### config.mk
export PLATFORM = sky130hd
export DESIGN_NAME = pipelined_adder
export DESIGN_NICKNAME = d
export VERILOG_FILES = /design/src/rtl/adder_pkg.sv /design/src/rtl/adder_chunk.sv /design/src/rtl/pipelined_adder.sv
export SDC_FILE = /design/constraint.sdc
export NUM_CORES = 1
export LEC_CHECK = 0
export CORE_MARGIN = 2
export CORE_UTILIZATION = 30
export CTS_CLUSTER_DIAMETER = 80
export CTS_CLUSTER_SIZE = 28
export DETAILED_ROUTE_END_ITERATION = 16
export HOLD_SLACK_MARGIN = 0.05
export SYNTH_ARGS = -nofsm -noshare
export SYNTH_HDL_FRONTEND = slang
export SYNTH_SLANG_ARGS = --single-unit
### constraint.sdc
create_clock -name clk -period 1.8 [get_ports clk]
set_input_delay 0.45 -clock clk [delete_from_list [all_inputs] [get_ports clk]]
set_output_delay 0.45 -clock clk [all_outputs]
set_load 0.005 [all_outputs]
### src/rtl/adder_pkg.sv
// Shared definitions for the pipelined adder: default geometry, chunk-width helper
// and the registered result-flag bundle of the final stage.
package adder_pkg;

    localparam int DEFAULT_WIDTH  = 8;
    localparam int DEFAULT_STAGES = 2;

    function automatic int chunk_width(input int width, input int stages);
        return width / stages;
    endfunction

    typedef struct packed {
        logic cout;
        logic overflow;
    } result_flags_t;

endpackage

### src/rtl/adder_chunk.sv
// Combinational CW-bit add of two operand chunks plus carry; also exposes the
// carry into the chunk MSB so the last stage can derive signed overflow.
module adder_chunk #(
    parameter int CW = 4
) (
    input  logic [CW-1:0] a,
    input  logic [CW-1:0] b,
    input  logic          carry_in,
    output logic [CW-1:0] sum,
    output logic          carry_out,
    output logic          carry_msb
);

    logic [CW:0] total;

    always_comb begin
        total = {1'b0, a} + {1'b0, b} + {{CW{1'b0}}, carry_in};
    end

    assign sum       = total[CW-1:0];
    assign carry_out = total[CW];
    // Carry into the MSB is recovered from the MSB sum bit and its operands.
    assign carry_msb = a[CW-1] ^ b[CW-1] ^ total[CW-1];

endmodule

### src/rtl/pipelined_adder.sv
// WIDTH-bit adder split into STAGES carry-chained pipeline stages with valid/ready flow.
// Define PIPELINED_ADDER_SUB_EN to add a 'sub' input that turns the block into a-b.
module pipelined_adder
    import adder_pkg::*;
#(
    parameter int WIDTH  = DEFAULT_WIDTH,
    parameter int STAGES = DEFAULT_STAGES
) (
    input  logic             clk,
    input  logic             rst,
    input  logic             in_valid,
    output logic             in_ready,
    input  logic [WIDTH-1:0] a,
    input  logic [WIDTH-1:0] b,
    input  logic             cin,
`ifdef PIPELINED_ADDER_SUB_EN
    input  logic             sub,
`endif
    output logic             out_valid,
    input  logic             out_ready,
    output logic [WIDTH-1:0] sum,
    output logic             cout,
    output logic             overflow
);

    localparam int CW = chunk_width(WIDTH, STAGES);

    // sum_lo holds finished low chunks; a_hi/b_hi carry the operand chunks still to be added.
    typedef struct packed {
        logic [WIDTH-1:0] sum_lo;
        logic [WIDTH-1:0] a_hi;
        logic [WIDTH-1:0] b_hi;
        logic             carry;
        logic             valid;
    } stage_t;

    stage_t        stage_q [STAGES];
    stage_t        up      [STAGES];
    stage_t        nxt     [STAGES];
    logic          ready   [STAGES];
    logic [CW-1:0] chunk_sum [STAGES];
    logic          chunk_co  [STAGES];
    logic          chunk_msb [STAGES];
    result_flags_t flags_q;
    logic [WIDTH-1:0] b_eff;
    logic             cin_eff;

`ifdef PIPELINED_ADDER_SUB_EN
    assign b_eff   = sub ? ~b : b;
    assign cin_eff = sub ? 1'b1 : cin;
`else
    assign b_eff   = b;
    assign cin_eff = cin;
`endif

    always_comb begin
        up[0].sum_lo = '0;
        up[0].a_hi   = a;
        up[0].b_hi   = b_eff;
        up[0].carry  = cin_eff;
        up[0].valid  = in_valid;
        for (int k = 1; k < STAGES; k++) begin
            up[k] = stage_q[k-1];
        end
    end

    for (genvar g = 0; g < STAGES; g++) begin : g_stage
        adder_chunk #(.CW(CW)) u_chunk (
            .a         (up[g].a_hi[g*CW +: CW]),
            .b         (up[g].b_hi[g*CW +: CW]),
            .carry_in  (up[g].carry),
            .sum       (chunk_sum[g]),
            .carry_out (chunk_co[g]),
            .carry_msb (chunk_msb[g])
        );
    end

    always_comb begin
        for (int k = 0; k < STAGES; k++) begin
            nxt[k]                      = up[k];
            nxt[k].sum_lo[k*CW +: CW]   = chunk_sum[k];
            nxt[k].carry                = chunk_co[k];
        end
    end

    // NOTE: the ready chain walks back through a block-local variable so the
    // array is only ever written, never read, inside this block (no comb loop).
    always_comb begin
        logic r;
        r = out_ready;
        for (int k = STAGES - 1; k >= 0; k--) begin
            r        = !stage_q[k].valid || r;
            ready[k] = r;
        end
    end

    // NOTE: data registers are reset as well as valid flags so the outputs read
    // all-zero out of reset, not just "invalid".
    always_ff @(posedge clk or posedge rst) begin
        if (rst) begin
            for (int k = 0; k < STAGES; k++) begin
                stage_q[k] <= '0;
            end
            flags_q <= '0;
        end else begin
            for (int k = 0; k < STAGES; k++) begin
                if (ready[k]) begin
                    if (up[k].valid) begin
                        stage_q[k] <= nxt[k];
                    end else begin
                        stage_q[k].valid <= 1'b0;
                    end
                end
            end
            if (ready[STAGES-1] && up[STAGES-1].valid) begin
                flags_q.cout     <= chunk_co[STAGES-1];
                flags_q.overflow <= chunk_co[STAGES-1] ^ chunk_msb[STAGES-1];
            end
        end
    end

    assign in_ready  = ready[0];
    assign out_valid = stage_q[STAGES-1].valid;
    assign sum       = stage_q[STAGES-1].sum_lo;
    assign cout      = flags_q.cout;
    assign overflow  = flags_q.overflow;

endmodule
==> impl_results.md, run 1 <==
- Switching power share of the total: 27.2%
- Main combinational cell family by area after synthesis: multiplexers
- Critical path launch point: out_ready
- First-pass GRT wire length: 3.62 mm
- Critical path buffers and inverters: 2
- Internal power: 1.27 mW
- Peak supply drop: 421 uV
- Most area-consuming cells after synthesis: sky130_fd_sc_hd__dfrtp_1 (50%), sky130_fd_sc_hd__mux2_2 (9.9%), sky130_fd_sc_hd__fa_1 (6.4%)
- Startpoint-to-endpoint class of the critical path: in2out
- Area share of fa/ha/maj cells after synthesis: 12.4%
- FMAX: 576 MHz
- Yosys reg bits: 25
- Cells traversed along the worst timing path: clkdlybuf4s50_1 > nand3b_4 > dlygate4sd2_1
- Maximum fanout encountered on the critical timing path: 2
- Number of I/O port buffers: 32
- Source-to-sink clock delay at the later pin of the worst-skew pair: 260 ps
- Post-CTS Setup Bufs: 0
- Biggest area consumer among synthesized cells: sky130_fd_sc_hd__dfrtp_1
- Largest incremental delay on the critical path: 420 ps
- Outcome: completed
- Pin count of the biggest net entering global routing: 26
- Clk pwr share: 18.6%
- Quantity of hold-fixing buffers added after cts: 0
- Worst slew slack as a fraction of its limit: 79.0%
- Fin. Hold Viols: 0
- Post-layout util: 42.8%
- Type of the worst min-delay path: reg2reg
- Initial core utilization: 31.4%
- XOR/XNOR share of the synthesized area: 3.49%
- Core region area: 4000 sq um
- Final worst path period share: 96.4%
- Total detailed-routing wirelength: 2.14 mm
- Syn_nets: 128
- Post-layout net count: 168
- Combinational power share: 35.6%
- Share of post-route cells with drive strength above 1: 25.7%
- Data required time of the critical path: 1350 ps
- Fillers: 386
- CTS tree: done
- Cell row count: 23
- Number of buffers inserted during clock tree synthesis: 3
- Leakage Power: 0.790 nW
- Kind of cell with the highest combined delay on the critical path: buffers and inverters
- Total power after layout: 1.74 mW
- Post-Synthesis Mean Instance Area: 12.9 sq um
- Proportion of synthesized chip area in sequential cells: 49.9%
- Overall track demand over capacity in global routing: 10.0%
- Root buffer selected by CTS: sky130_fd_sc_hd__clkbuf_8
- Die Area: 4720 sq um
- Multi-input gate area in the final layout: 591 sq um
- R2R Path Start: stage_q[27]
- Reg power frac: 45.8%
- Launching element type of the critical path: input port
- Number of synthesis warnings: 0
- Die height: 68.7 microns
- Max-slew violation total from the final report: 0
- Number of antenna cells inserted: 0
- Time the final worst path needs with I/O delays and setup: 1740 ps
- Horiz. Die Dim: 68.7 microns
- Gate count of the mapped netlist: 97
- Fraction of synthesized area in multiplexers: 14.7%
- Final HPWL DP: 1.72 mm
- Cell variety after synth: 22
- Transition at the pin with the smallest max-transition slack: 314 ps
- Number of antenna violations at the first check in global routing: 0
- Fraction of the mapped netlist area in simple logic gates: 8.28%
- Congestion Overflow GR: 0
- # IOs: 33
- Clock transition at the registers of the reported paths: 80 ps
- Worst EP arrival: 1290 ps
- Crit path capture type: output port
- Total placed cells including tap cells: 182
- Mapped cell area: 1250 sq um
- Vias in the first global route: 865
- Skew final: 0.891 ps
- 1st-iter DRT viols: 24
- RD Place Congestion: 0.813
- Max-cap viol count: 0
- Min-delay src: nxt[19]
- Number of sinks driven by the clock tree: 25
- Final antenna-violating net count: 0
- Level count of the clock H-tree: 1
- Final setup fails: 0
- Vias per Instance: 4.42
- Worst hold slack: 482 ps
- DRC violations left: 0
- Net load switching power: 0.473 mW
- CTS max path bufs: 2
- Mean routed wirelength per cell: 11.5 microns
- Area growth from synthesis to final layout: 36.3%
- Post-synthesis compound-gate area fraction: 6.88%
- Count of placed standard cells in the final layout, fillers left out: 186
- Number of vias in the routed layout: 822
- Area taken by flip-flops and latches: 626 sq um
- Highest-delay cell along the critical path: sky130_fd_sc_hd__clkdlybuf4s50_1
- Share of Yosys cell area claimed by the top area cell type: 49.9%
- RSZ-0062 raised after global routing: no
- Drt first pass iters: 4
- Power Dens Cells: 1020 nW/um^2
## sequential cells by signal (all words and copies together) (netlist names)
register,flops
cout,1
nxt,13
out_valid,1
overflow,1
stage_q,1
sum,8
## path summary, 6_finish.rpt
path / slack [ps] / to / cells after the start
setup / recovery: 60 / in_ready / 3
hold / removal: 480 / nxt[19] / 2
setup reg to reg: 130 / overflow / 7
hold reg to reg: 480 / nxt[19] / 2
max in group asynchronous: 1030 / sum[6] / 3
min in group asynchronous: 530 / sum[7] / 3
## per-layer routing
| layer | track usage, % | wire [microns] |
|---|---|---|
| met4 | 3.00 | 14 |
| met3 | 1.46 | 116 |
| met2 | 18.3 | 1120 |
| met1 | 12.2 | 883 |
| met5 | 0 | 0 |
## layout make-up
class,count,area share (%)
clock buffers,4,2.63
inverters,8,1.76
multi-input cells,62,34.5
flip-flops and latches,25,36.6
well taps,50,3.66
repair buffers,37,20.8
## layout by cell type, fill, tap and decap left out, drive strengths merged
| cell type | n |
|---|---|
| mux2 | 15 |
| dlygate4sd2 | 3 |
| clkbuf | 4 |
| fa | 4 |
| nor2 | 2 |
| buf | 5 |
| ha | 6 |
| dfrtp | 25 |
| inv | 8 |
| nand2 | 10 |
| or2b | 2 |
| a21oi | 4 |
| o21ai | 8 |
| dlymetal6s2s | 1 |
| clkdlybuf4s50 | 28 |
| nand2b | 2 |
| a21o | 3 |
| xor2 | 5 |
| nand3b | 1 |
## logic make-up after synthesis
kind of cell               count (synthesis)
AOI/OAI and AO/OA                         15
muxes                                     15
and+or+nand+nor                           17
xor gates and xnor gates                   5
buffers and inverters                     10
DFF                                       25
adders and majority gates                 10
## power by group through the flow
stage,combinational (mW),sequential (mW),clock (mW)
final,0.619,0.795,0.323
after global routing,0.690,0.819,0.363
after CTS,0.625,0.800,0.338
after detailed placement,0.623,0.810,0
after global placement,0.607,0.805,0
after floorplan,0.307,0.801,0
## what timing repair did
action / CTS / global route
pin swaps: 2 / 1
gates resized for setup: 7 / 5
endpoints found under the setup margin: 4 / 3
## metrics by stage
step                cell area (sq um)  TNS [ps]  setup WS [ps]
finish                           1710         0           64.3
global route                     1710         0           15.5
CTS                              1700         0           20.1
detailed placement               1650     -1630           -392
global placement                 1650     -1310           -312
floorplan                        1250         0            164
## worst register-to-register path: cells and delay by family (launching register included)
kind                     cells  cell delay, ps
AO/OA/AOI/OAI                2             220
XOR/XNOR                     1             150
adder cells (fa/ha/maj)      2             570
buffers and inverters        1              60
flip-flops                   1             400
AND/OR/NAND/NOR              1             160
## cells in the mapped netlist (all sizes together)
cell type,instances
nor2,2
o21ai,8
dfrtp,25
nand2,10
buf,2
ha,6
nand2b,2
a21o,3
a21oi,4
xor2,5
nand3b,1
inv,8
mux2,15
fa,4
or2b,2
Note: power is estimated with default switching activity, not from simulation.
==> inputs of run 2 (changes only) <==
Settings changed: REMOVE_ABC_BUFFERS set to 1.
==> impl_results.md, run 2 (synthesized netlist as in run 1, its figures left out) <==
- Switching power share of the total: 28.6%
- Share of post-route cells with drive strength above 1: 25.9%
- RD Place Congestion: 0.735
- Source-to-sink clock delay at the later pin of the worst-skew pair: 270 ps
- Number of antenna violations at the first check in global routing: 0
- DRC violations left: 0
- Final antenna-violating net count: 0
- # IOs: 33
- Largest incremental delay on the critical path: 420 ps
- Number of sinks driven by the clock tree: 25
- Area growth from synthesis to final layout: 36.4%
- Skew final: 5.15 ps
- Worst slew slack as a fraction of its limit: 79.4%
- Overall track demand over capacity in global routing: 11.2%
- Final HPWL DP: 1.76 mm
- CTS max path bufs: 2
- Congestion Overflow GR: 0
- Peak supply drop: 453 uV
- Mean routed wirelength per cell: 12.3 microns
- Number of vias in the routed layout: 818
- Post-CTS Setup Bufs: 0
- Largest register FFs: 13
- Total detailed-routing wirelength: 2.27 mm
- Power Dens Cells: 1040 nW/um^2
- Fillers: 360
- Data required time of the critical path: 1350 ps
- Max-slew violation total from the final report: 0
- First-pass GRT wire length: 3.80 mm
- Level count of the clock H-tree: 1
- Area taken by flip-flops and latches: 626 sq um
- Setup WS post-layout: 55.0 ps
- Reg2Reg Setup Slack: 100 ps
- Kind of cell with the highest combined delay on the critical path: buffers and inverters
- Critical path launch point: out_ready
- Final worst path period share: 96.9%
- Worst flop-to-flop path endpoint: overflow
- Launching element type of the critical path: input port
- Setup tns final: 0 ps
- Core region area: 4000 sq um
- Worst EP arrival: 1300 ps
- Die height: 68.7 microns
- Max-cap viol count: 0
- R2R Path Start: stage_q[27]
- Startpoint-to-endpoint class of the critical path: in2out
- Number of buffers inserted during clock tree synthesis: 3
- Commonest non-fill, non-tap cell in the layout: sky130_fd_sc_hd__clkdlybuf4s50_1
- Critical path buffers and inverters: 2
- Fin. Hold Viols: 0
- CTS tree: done
- Pin count of the biggest net entering global routing: 26
- Initial core utilization: 31.4%
- Type of the worst min-delay path: reg2reg
- FMAX: 573 MHz
- Quantity of hold-fixing buffers added after cts: 0
- Number of antenna cells inserted: 0
- Cells traversed along the worst timing path: clkdlybuf4s50_1 > nand3b_4 > dlygate4sd2_1
- Highest-delay cell along the critical path: sky130_fd_sc_hd__clkdlybuf4s50_1
- Number of I/O port buffers: 32
- Drt first pass iters: 3
- Horiz. Die Dim: 68.7 microns
- Net load switching power: 0.509 mW
- Reg power frac: 45.2%
- Leakage Power: 0.796 nW
- Clk pwr share: 19.7%
- Multi-input gate area in the final layout: 591 sq um
- Die Area: 4720 sq um
- Maximum fanout encountered on the critical timing path: 2
- Clock transition at the registers of the reported paths: 90 ps
- Post-layout net count: 167
- Vias in the first global route: 876
- Time the final worst path needs with I/O delays and setup: 1750 ps
- Crit path capture type: output port
- Commonest cells after routing, fill and taps aside: sky130_fd_sc_hd__clkdlybuf4s50_1 (28), sky130_fd_sc_hd__dfrtp_1 (25), sky130_fd_sc_hd__mux2_2 (11)
- Vias per Instance: 4.42
- 1st-iter DRT viols: 19
- CP Capture Point: in_ready
- Internal power: 1.27 mW
- Outcome: completed
- Combinational power share: 35.0%
- Pre-CTS worst setup slack: -374 ps
- Root buffer selected by CTS: sky130_fd_sc_hd__clkbuf_8
- R2r worst-path depth: 7
- RSZ-0062 raised after global routing: no
- Transition at the pin with the smallest max-transition slack: 309 ps
- Final setup fails: 0
- Cell row count: 23
- Total stage count of the critical path: 3
## run 2: changes by cell type in the layout (fill, tap and decap cells not counted)
cell and delta:
sky130_fd_sc_hd__buf_4 -1, sky130_fd_sc_hd__dlygate4sd2_1 -1, sky130_fd_sc_hd__inv_6 +1, sky130_fd_sc_hd__dlymetal6s2s_1 +1
sky130_fd_sc_hd__clkbuf_1 -1
## run 2: layer usage
metal  GRT usage (%)  vias up  share of wire (%)
met3            1.46        5                3.6
li1                -      398                  -
met1            13.6      395                 43
met4            6.00        0                2.4
met2            19.2       20                 51
met5               0        -                  0
## run 2: layout make-up
class / instances / area share (%)
flip-flops and latches: 25 / 36.5
multi-input cells: 62 / 34.5
repair buffers: 36 / 20.6
well taps: 50 / 3.65
clock buffers: 3 / 2.41
inverters: 8 / 1.75
clock inverters: 1 / 0.512
## run 2: metrics by stage
step | instances | area (sq um) | util (%) | hold slack [ps] | power [mW]
after floorplan | 95 | 1230 | - | 446 | 1.10
after global placement | 181 | 1640 | 41.0 | 467 | 1.41
after detailed placement | 181 | 1640 | 41.0 | 474 | 1.44
after CTS | 185 | 1700 | 42.4 | 495 | 1.80
after global routing | 185 | 1710 | 42.8 | 534 | 1.91
final | 185 | 1710 | 42.8 | 488 | 1.78
## run 2: worst reg2reg max path: stages (launching register included)
cell	delay [ps]
sky130_fd_sc_hd__dfrtp_1	400
sky130_fd_sc_hd__fa_2	230
sky130_fd_sc_hd__inv_1	60
sky130_fd_sc_hd__fa_2	360
sky130_fd_sc_hd__nand2b_1	170
sky130_fd_sc_hd__a21oi_2	150
sky130_fd_sc_hd__xor2_1	160
sky130_fd_sc_hd__o21ai_1	70
## run 2: worst min path at each step
| stage | from | end | slack, ps | depth (start not counted) |
|---|---|---|---|---|
| floorplan | nxt[20] | nxt[20] | 450 | 2 |
| global placement | nxt[21] | nxt[21] | 470 | 2 |
| detailed placement | sum[5] | sum[5] | 470 | 2 |
| CTS | sum[5] | sum[5] | 490 | 2 |
| global route | nxt[20] | nxt[20] | 530 | 2 |
| finish | sum[5] | sum[5] | 490 | 2 |
## run 2: repair_timing
| action | 4_1_cts | 5_1_grt |
|---|---|---|
| endpoints found under the hold margin | 0 | 0 |
| endpoints found under the setup margin | 3 | 4 |
| resized for setup | 4 | 8 |
| pin swaps | 0 | 1 |
## run 2: power by group through the flow
stage          logic (mW)  clock network [mW]  registers, mW
2_1_floorplan       0.297                   0          0.801
3_3_place_gp        0.597                   0          0.811
3_5_place_dp        0.624                   0          0.817
4_1_cts             0.631               0.365          0.807
5_1_grt             0.694               0.384          0.828
6_report            0.623               0.351          0.803
==> inputs of run 3 (changes only) <==
Settings changed: GPL_TIMING_DRIVEN set to 0.
==> impl_results.md, run 3 (synthesized netlist as in run 1, its figures left out) <==
- Outcome: completed
- Net load switching power: 0.482 mW
- 1st-iter DRT viols: 32
- Congestion Overflow GR: 0
- RSZ-0062 raised after global routing: no
- Max-slew violation total from the final report: 0
- Drt first pass iters: 4
- Die height: 68.7 microns
- Number of antenna violations at the first check in global routing: 0
- Largest incremental delay on the critical path: 420 ps
- Number of I/O port buffers: 32
- Leakage Power: 0.783 nW
- Area taken by flip-flops and latches: 626 sq um
- Fin. Hold Viols: 0
- Initial core utilization: 31.4%
- Overall track demand over capacity in global routing: 11.5%
- Combinational power share: 35.0%
- Largest register FFs: 13
- Number of antenna cells inserted: 0
- Final setup fails: 0
- First-pass GRT wire length: 3.95 mm
- Final worst path period share: 97.0%
- Launching element type of the critical path: input port
- Finished Cell Area: 1690 sq um
- Area growth from synthesis to final layout: 34.5%
- Setup WS post-layout: 54.2 ps
- Power Dens Cells: 1030 nW/um^2
- Share of post-route cells with drive strength above 1: 23.3%
- Commonest non-fill, non-tap cell in the layout: sky130_fd_sc_hd__clkdlybuf4s50_1
- CTS max path bufs: 2
- Total detailed-routing wirelength: 2.27 mm
- Skew final: 3.23 ps
- Worst EP arrival: 1300 ps
- Crit path capture type: output port
- Highest-delay cell along the critical path: sky130_fd_sc_hd__clkdlybuf4s50_1
- Type of the worst min-delay path: reg2reg
- Reg power frac: 46.4%
- RD Place Congestion: 0.705
- Root buffer selected by CTS: sky130_fd_sc_hd__clkbuf_8
- Mean routed wirelength per cell: 12.4 microns
- Maximum fanout encountered on the critical timing path: 2
- Core region area: 4000 sq um
- Placement Cell Area: 1610 sq um
- Pin count of the biggest net entering global routing: 26
- Time the final worst path needs with I/O delays and setup: 1750 ps
- Final HPWL DP: 1.74 mm
- Vias per Instance: 4.41
- Peak supply drop: 528 uV
- Horiz. Die Dim: 68.7 microns
- Final antenna-violating net count: 0
- Vias in the first global route: 892
- Cell row count: 23
- Fillers: 369
- Internal power: 1.26 mW
- Cells traversed along the worst timing path: clkdlybuf4s50_1 > nand3b_4 > dlygate4sd2_1
- Die Area: 4720 sq um
- Data required time of the critical path: 1350 ps
- DRC violations left: 0
- Startpoint-to-endpoint class of the critical path: in2out
- Switching power share of the total: 27.7%
- Clock transition at the registers of the reported paths: 80 ps
- Multi-input gate area in the final layout: 587 sq um
- FMAX: 573 MHz
- Number of vias in the routed layout: 807
- Number of sinks driven by the clock tree: 25
- Worst slew slack as a fraction of its limit: 38.4%
- CTS tree: done
- Transition at the pin with the smallest max-transition slack: 923 ps
- Commonest cells after routing, fill and taps aside: sky130_fd_sc_hd__clkdlybuf4s50_1 (28), sky130_fd_sc_hd__dfrtp_1 (25), sky130_fd_sc_hd__mux2_2 (11)
- Source-to-sink clock delay at the later pin of the worst-skew pair: 260 ps
- Clk pwr share: 18.6%
- Number of buffers inserted during clock tree synthesis: 3
- Post-layout net count: 165
- # IOs: 33
- Level count of the clock H-tree: 1
- Pre-CTS worst setup slack: -375 ps
- Max-cap viol count: 0
run 3: repair_timing:
action,4_1_cts,5_1_grt
pin swaps,2,2
endpoints found under the setup margin,3,6
gates cloned,0,0
resized for setup,5,5
setup buffers,1,1
hold buffers,0,0
run 3: critical path, delay by kind of cell:
family,cells,cell delay [ps]
and+or+nand+nor,1,160
buffers and inverters,2,680
run 3: path summary, 6_finish.rpt:
check | startpoint | end | slack, ps | cells past startpoint
worst min-delay path | sum[5] | sum[5] | 480 | 2
max in group asynchronous | rst | sum[3] | 540 | 2
min in group asynchronous | rst | nxt[9] | 690 | 2
worst max register to register | stage_q[27] | overflow | 110 | 7
worst min register to register | sum[5] | sum[5] | 480 | 2
worst max-delay path | out_ready | in_ready | 50 | 3
run 3: layout make-up:
| class | count | share of cell area [%] |
|---|---|---|
| clock buffer | 4 | 2.67 |
| inverter | 8 | 1.78 |
| multi-input combinational | 62 | 34.8 |
| sequential | 25 | 37.1 |
| tap | 50 | 3.71 |
| timing repair buffer | 34 | 20.0 |
run 3: layer usage:
layer | vias to the layer above | share of wire (%) | GRT usage, % | routed length [microns]
met5 | - | 0 | 0 | 0
li1 | 391 | - | - | -
met4 | 0 | 0.92 | 3.00 | 21
met3 | 4 | 5.8 | 3.57 | 132
met2 | 22 | 51 | 19.5 | 1160
met1 | 390 | 42 | 14.1 | 958
run 3: through the flow:
stage / util (%) / cells / power [mW] / hold WS (ps) / setup TNS (ps)
finish: 42.2 / 183 / 1.74 / 483 / 0
CTS: 41.7 / 182 / 1.76 / 491 / 0
global placement: 40.3 / 177 / 1.40 / 461 / -1250
global route: 42.2 / 183 / 1.88 / 512 / 0
detailed placement: 40.3 / 177 / 1.43 / 472 / -1330
floorplan: - / 95 / 1.10 / 446 / 0
run 3: power by group through the flow:
stage | registers, mW | logic [mW] | clock network (mW)
final | 0.807 | 0.609 | 0.323
after global routing | 0.827 | 0.689 | 0.362
after CTS | 0.809 | 0.612 | 0.343
after detailed placement | 0.819 | 0.607 | 0
after global placement | 0.811 | 0.590 | 0
after floorplan | 0.801 | 0.297 | 0
